$ cat src/rtl/fetch_sequencer.sv
// fetch_sequencer
//
// Program-counter controller for a combinational instruction memory.
// The block holds the PC register. It launches a program on `start` and
// then advances or redirects the PC on every unstalled cycle. It stops
// when the word fetched at the current PC is the halt encoding.
//
// Optional feature macro: FETCH_CYCLE_COUNT_EN
//   defined     - cycle_count counts consumed instructions (saturating,
//                 cleared on launch).
//   not defined - no counter is built and cycle_count reads 0.
//
// Parameters:
//   PC_BITS    - PC and branch-target width (must match the memory depth)
//   HALT_WORD  - 9-bit instruction encoding that ends a program
//
// Ports:
//   clk            in   rising-edge clock
//   reset_n        in   asynchronous active-low reset
//   start          in   launch request, honoured in IDLE or DONE only
//   start_pc       in   first instruction address loaded on launch
//   stall          in   freezes PC and state for the current cycle
//   branch_taken   in   redirect request for the current instruction
//   branch_target  in   absolute redirect address
//   instr          in   memory word currently read at pc
//   pc             out  registered fetch address
//   running        out  high while a program executes
//   fetch_valid    out  running & ~stall: instr is consumed this cycle
//   done           out  high after a halt word was consumed
//   pc_wrap        out  sticky flag, set when pc increments past all-ones
//   cycle_count    out  consumed-instruction count (0 when not built)

module fetch_sequencer #(
    parameter int          PC_BITS   = 12,
    parameter logic [8:0]  HALT_WORD = 9'b111_111_111
) (
    input  logic               clk,
    input  logic               reset_n,
    input  logic               start,
    input  logic [PC_BITS-1:0] start_pc,
    input  logic               stall,
    input  logic               branch_taken,
    input  logic [PC_BITS-1:0] branch_target,
    input  logic [8:0]         instr,
    output logic [PC_BITS-1:0] pc,
    output logic               running,
    output logic               fetch_valid,
    output logic               done,
    output logic               pc_wrap,
    output logic [15:0]        cycle_count
);

    typedef enum logic [1:0] {
        S_IDLE = 2'd0,
        S_RUN  = 2'd1,
        S_DONE = 2'd2
    } state_t;

    state_t             state_reg, state_next;
    logic [PC_BITS-1:0] pc_reg, pc_next;
    logic               wrap_reg, wrap_next;

    // A word is consumed on every RUN cycle that is not stalled.
    logic consume;
    assign consume = (state_reg == S_RUN) && !stall;

    always_ff @(posedge clk or negedge reset_n) begin
        if (!reset_n) begin
            state_reg <= S_IDLE;
            pc_reg    <= '0;
            wrap_reg  <= 1'b0;
        end else begin
            state_reg <= state_next;
            pc_reg    <= pc_next;
            wrap_reg  <= wrap_next;
        end
    end

    always_comb begin
        state_next = state_reg;
        pc_next    = pc_reg;
        wrap_next  = wrap_reg;
        case (state_reg)
            S_IDLE, S_DONE: begin
                if (start) begin
                    state_next = S_RUN;
                    pc_next    = start_pc;
                    wrap_next  = 1'b0;
                end
            end
            S_RUN: begin
                if (!stall) begin
                    // The halt word wins over a branch so that the PC
                    // is left pointing at the halt instruction.
                    if (instr == HALT_WORD) begin
                        state_next = S_DONE;
                    end else if (branch_taken) begin
                        pc_next = branch_target;
                    end else begin
                        pc_next = pc_reg + PC_BITS'(1);
                        if (&pc_reg) begin
                            wrap_next = 1'b1;
                        end
                    end
                end
            end
            default: begin
                state_next = S_IDLE;
            end
        endcase
    end

    assign pc          = pc_reg;
    assign running     = (state_reg == S_RUN);
    assign done        = (state_reg == S_DONE);
    assign pc_wrap     = wrap_reg;
    assign fetch_valid = consume;

`ifdef FETCH_CYCLE_COUNT_EN
    logic [15:0] count_reg;
    logic        launch;

    assign launch = start && (state_reg != S_RUN);

    always_ff @(posedge clk or negedge reset_n) begin
        if (!reset_n) begin
            count_reg <= '0;
        end else if (launch) begin
            count_reg <= '0;
        end else if (consume && (count_reg != 16'hFFFF)) begin
            count_reg <= count_reg + 16'd1;
        end
    end

    assign cycle_count = count_reg;
`else
    assign cycle_count = 16'd0;
`endif

endmodule

$ cat config.mk
export PLATFORM = sky130hd
export DESIGN_NAME = fetch_sequencer
export DESIGN_NICKNAME = d
export VERILOG_FILES = /design/src/rtl/fetch_sequencer.sv
export SDC_FILE = /design/constraint.sdc
export NUM_CORES = 1
export LEC_CHECK = 0
export ABC_AREA = 1
export ABC_CLOCK_PERIOD_IN_PS = 2400
export CAP_MARGIN = 10
export CORE_MARGIN = 2
export CORE_UTILIZATION = 45
export CTS_BUF_LIST = sky130_fd_sc_hd__clkbuf_4 sky130_fd_sc_hd__clkbuf_8
export DETAILED_ROUTE_END_ITERATION = 8
export PLACE_DENSITY = 0.89
export SETUP_SLACK_MARGIN = 0.2
export SLEW_MARGIN = 20
export SYNTH_ARGS = -nofsm -noshare
export SYNTH_HDL_FRONTEND = slang
export SYNTH_SLANG_ARGS = --single-unit
$ cat constraint.sdc
create_clock -name clk -period 2.4 [get_ports clk]
set_input_delay 0.48 -clock clk [delete_from_list [all_inputs] [get_ports clk]]
set_output_delay 0.48 -clock clk [all_outputs]
set_load 0.02 [all_outputs]
# ---- Word level (Yosys, flattened, before mapping)
# Cells that the tools add are included.
dict set report op_classes {
  add_sub_neg 1
  mul 0
  n_div 0
  magnitude_cmp 0
  eq_ne 9
  shifts 0
  mux 15
  bitwise_logic 0
  reduce_logical 9
}
# op count
set op_table {}
lappend op_table {{two-way mux 12 bit} 4}
lappend op_table {{one-hot mux 12 bit (2 select lines)} 1}
lappend op_table {{adder 12 x 1 -> 12 bit, second input constant} 1}
lappend op_table {{AND reduction 12 bit} 1}
lappend op_table {{== test 9 bit, second input constant} 1}
lappend op_table {{inequality test 2 bit, second input constant} 4}
lappend op_table {{two-way mux 2 bit} 3}
lappend op_table {{AND reduction 6 bit} 1}
lappend op_table {{two-way mux 1 bit} 5}
lappend op_table {{inequality test 2 x 1 -> 1 bit, second input constant} 2}
lappend op_table {{one-hot mux 2 bit (2 select lines)} 1}
lappend op_table {{AND reduction 4 bit} 1}
lappend op_table {{AND reduction 3 bit} 1}
lappend op_table {{== test 2 x 1 -> 1 bit, second input constant} 1}
lappend op_table {{== test 2 bit, second input constant} 1}
lappend op_table {{logical NOT 2 bit} 1}
lappend op_table {{one-hot mux 1 bit (2 select lines)} 1}
lappend op_table {{nonzero test 2 bit} 1}
lappend op_table {{OR reduction 2 bit} 1}
lappend op_table {{logical AND 1 bit} 1}
lappend op_table {{logical NOT 1 bit} 1}
dict set report totals {
  register_bits 15
  latch_bits 0
  ramBits 0
  rom_bits 0
  out_inout_bits 32
  wordCells 37
  memories 0
}

# ---- Logic depth before layout (Yosys ltp)
dict set report depth {
  word_depth 6
  depth_mapped 10
}

# ---- Worst setup path before layout
# No wires, ideal clock.
dict set report synth_path {
  kind {register -> output}
  from {register state_reg[0]}
  to {output port fetch_valid}
  arrival_time_ns 1.204
  path_slack_ns 0.716
  path_stages_with_launch 7
  path_cell_list {dfrtp_1 > inv_2 > nor2_4 > buf_6 > inv_2 > buf_6 > nor2_1}
}
dict set report synth_via {
  elab_chain_len 2
}
# item line
set synth_rtl {}
lappend synth_rtl {{from (decl)} 59} ;# state_t state_reg, state_next;
lappend synth_rtl {{from (signal assigned)} 73} ;# state_reg <= state_next;
lappend synth_rtl {{== test 2 x 1 -> 1 bit} -}
lappend synth_rtl {{via running} 46} ;# output logic running,
lappend synth_rtl {{logical AND 1 bit} 65} ;# assign consume = (state_reg == S_RUN) && !stall;
lappend synth_rtl {{to (decl)} 47} ;# output logic fetch_valid,
# The timed path passes the listed nets, and every way through them passes these cells.

# ---- Final worst setup path
dict set report layout_path {
  from {register state_reg[1]}
  to {output port done}
}
dict set report layout_via {
  elab_chain_len 1
}
# item line
set layout_rtl {}
lappend layout_rtl {{== test 2 bit} 115} ;# assign done = (state_reg == S_DONE);
lappend layout_rtl {{to (decl)} 48} ;# output logic done,
# Every way passes these cells.

==> flow_summary.yaml <==
outcome:
  outcome: "finished clean"
finish:
  final_nets: 312
  fin_cells: 305
  largest_reg_flops: 12
  fillerInstances: 279
  fin_util_pct: 63.45
  syn_to_final_growth_pct: 36.90
  drive_gt1_share_pct: 9.926
  diodes: 0
  final_area_sq_mm: 0.001889
clocking:
  clkSlewWorstSetupHoldPaths_ns: 0.09
  cts_hold_buf: 0
  cts_tree: "done"
  cts_buffer_depth: 2
  root_buffer: "clkbuf_4"
  cts.sinks: 15
  cts_made_buffers: 3
  cts_max_level: 1
  clkLatencyLatePin_ns: 0.28
routing:
  routedWlPerCell_um: 10.72
  vias_per_cell: 4.856
  route.detailed.drc: 0
  vias: 1481
  dr.pass1.iters: 5
  drt_first_iter_violations: 71
  antenna_left: 0
  drt_wl_total_um: 3270
global_routing:
  grt_max_degree: 16
  grt_usage_pct: 20.58
  antenna_found_initial: 0
  grt_pass1_vias: 1362
  grt_overflow: 0
  grt_pass1_wl_um: 5671
sta:
  slew_headroom_pct: 50.70
  maxSlewViolCount: 0
  setup_viol: 0
  max_freq_mhz: 510.7
  rsz0062_at_grt: "false"
  fin_skew_ns: 0.002635
  fin_crit_sh_pct: 81.58
  tns_ns: 0
  hold_viol_final: 0
  tightest_slew_ns: 0.7373
  fin_crit_ns: 1.958
placement:
  place_hpwl_um: 2631
  place_area_sq_mm: 0.001853
  place_congestion: 0.7711
  numPortBuffers: 53
  placed_cells: 301
floorplan:
  floorplan.rows: 20
  ios: 70
  initial_utilization_pct: 46.34
  die_h_um: 59.38
  core_area_sq_mm: 0.002978
  dieArea_sq_mm: 0.003526
  die_w_um: 59.38
min_path:
  hp-class: "reg -> reg"
  worst_hold_startpoint: "pc_wrap$_DFFE_PN0P_"
yosys:
  post_synth.cell_area_avg_sq_um: 6.302
  synth_seq_cells: 15
  synthCells: 219
  synth_warnings: 0
  synth_seq_area_share_pct: 27.20
  synth.cell_area_sq_mm: 0.001380
  synthDistinctLibCells: 27
pwr:
  leakagePower_nw: 0.9416
  peakVddDrop_mv: 0.7499
  p_per_area_mw_per_mm2: 1037
worst_setup_path:
  worstSetupStartpointType: "register"
  crit_fanout: 4
  worstPathArrival_ns: 1.48
  crit_type: "reg -> out"
  critPathLaunch: "state_reg[1]$_DFFE_PN0P_"
  reg2reg_from: "state_reg[0]$_DFFE_PN0P_"
  cp.required_ns: 1.92
  worstSetupEndpointType: "primary output"
flow_run:
  cap_violations: 0
## synth_stat cells
library cell	number	share of area, %
inv_2	4	1.1
nand3_4	1	1.3
nand4_2	1	0.91
nand3_2	3	2.2
dfrtp_1	15	27
xnor2_1	1	0.63
conb_1	1	0.27
buf_6	2	1.6
nand3b_1	2	1.1
nand3_1	16	5.8
nand2_2	3	1.4
a21oi_1	5	1.8
o21ai_2	1	0.63
o211ai_1	1	0.54
ha_1	1	0.91
o21ai_0	10	3.6
nand4_1	2	0.91
nor2_1	31	8.4
clkbuf_1	2	0.54
nor3_1	2	0.73
buf_12	1	1.5
nand2_1	76	21
nor2_4	1	0.82
or2_2	2	0.91
inv_1	15	4.1
buf_4	16	8.7
nor2_2	4	1.8
## cells by family after synthesis
group / synth area share, %
AND/OR/NAND/NOR: 46.87
buffers and inverters: 17.50
AO/OA/AOI/OAI: 6.618
flip-flops: 27.20
XOR/XNOR: 0.6347
adder cells (fa/ha/maj): 0.9065
other: 0.2717
## worst paths after layout
path | end | slack (ns) | depth (start not counted)
max reg2reg | pc[0]$_DFFE_PN0P_ | 0.73 | 10
min | pc_wrap$_DFFE_PN0P_ | 0.53 | 2
max in group asynchronous | state_reg[0]$_DFFE_PN0P_ | 1.26 | 1
max | done | 0.44 | 3
min in group asynchronous | state_reg[1]$_DFFE_PN0P_ | 0.63 | 1
min reg2reg | pc_wrap$_DFFE_PN0P_ | 0.53 | 2
## metrics by stage
step	setup WS, ns	hold slack [ns]	total power [mW]
5_1_grt	0.3552	0.5588	2.150
2_1_floorplan	0.7164	0.1844	1.442
3_3_place_gp	0.3123	0.5060	1.771
6_report	0.4420	0.5295	1.959
3_5_place_dp	0.3124	0.5185	1.809
4_1_cts	0.2137	0.5330	1.970
## layout make-up
class                      instances  area [sq um]  share of cell area, %
inverter                          19         71.32                  3.775
clock buffer                       4         30.03                  1.589
multi-input combinational        179         819.5                  43.38
timing repair buffer              55         550.5                  29.14
tap                               33         41.29                  2.185
sequential                        15         376.6                  19.93
## critical path, stage by stage, from the launching register on
cell and delay (ns):
dfrtp_1 0.44, inv_1 0.07, nor2_1 0.08, clkdlybuf4s50_1 0.61
## report_power, final
part	internal, mW	total, mW	switching (mW)
sequential	0.372	0.548	0.177
combinational	0.522	1.25	0.730
clock	0.0756	0.159	0.0833
## routing by layer
metal,GRT usage [%],vias up,routed length [um]
met4,6.494,0,51
met2,35.64,48,1642
met3,1.965,4,165
li1,-,761,-
met1,26.80,668,1411
met5,0,-,0
## cell usage in the layout, fill, tap and decap left out, drive strengths merged
master	netlist	routed
o21ai	11	11
or2	2	2
buf	19	2
dfrtp	15	15
conb	1	16
dlymetal6s2s	0	2
ha	1	1
nand4	3	3
nand3b	2	2
nor2	36	36
nand2	79	79
xnor2	1	1
clkbuf	2	4
nand3	20	20
clkdlybuf4s50	0	51
o211ai	1	1
inv	19	19
a21oi	5	5
nor3	2	2
## repair_timing
item                       CTS  global route
cloned                       0             0
resized for setup            1             2
setup endpoints to repair    2             2
setup buffers                0             0
No activity file was read; power rests on OpenSTA's default activity.
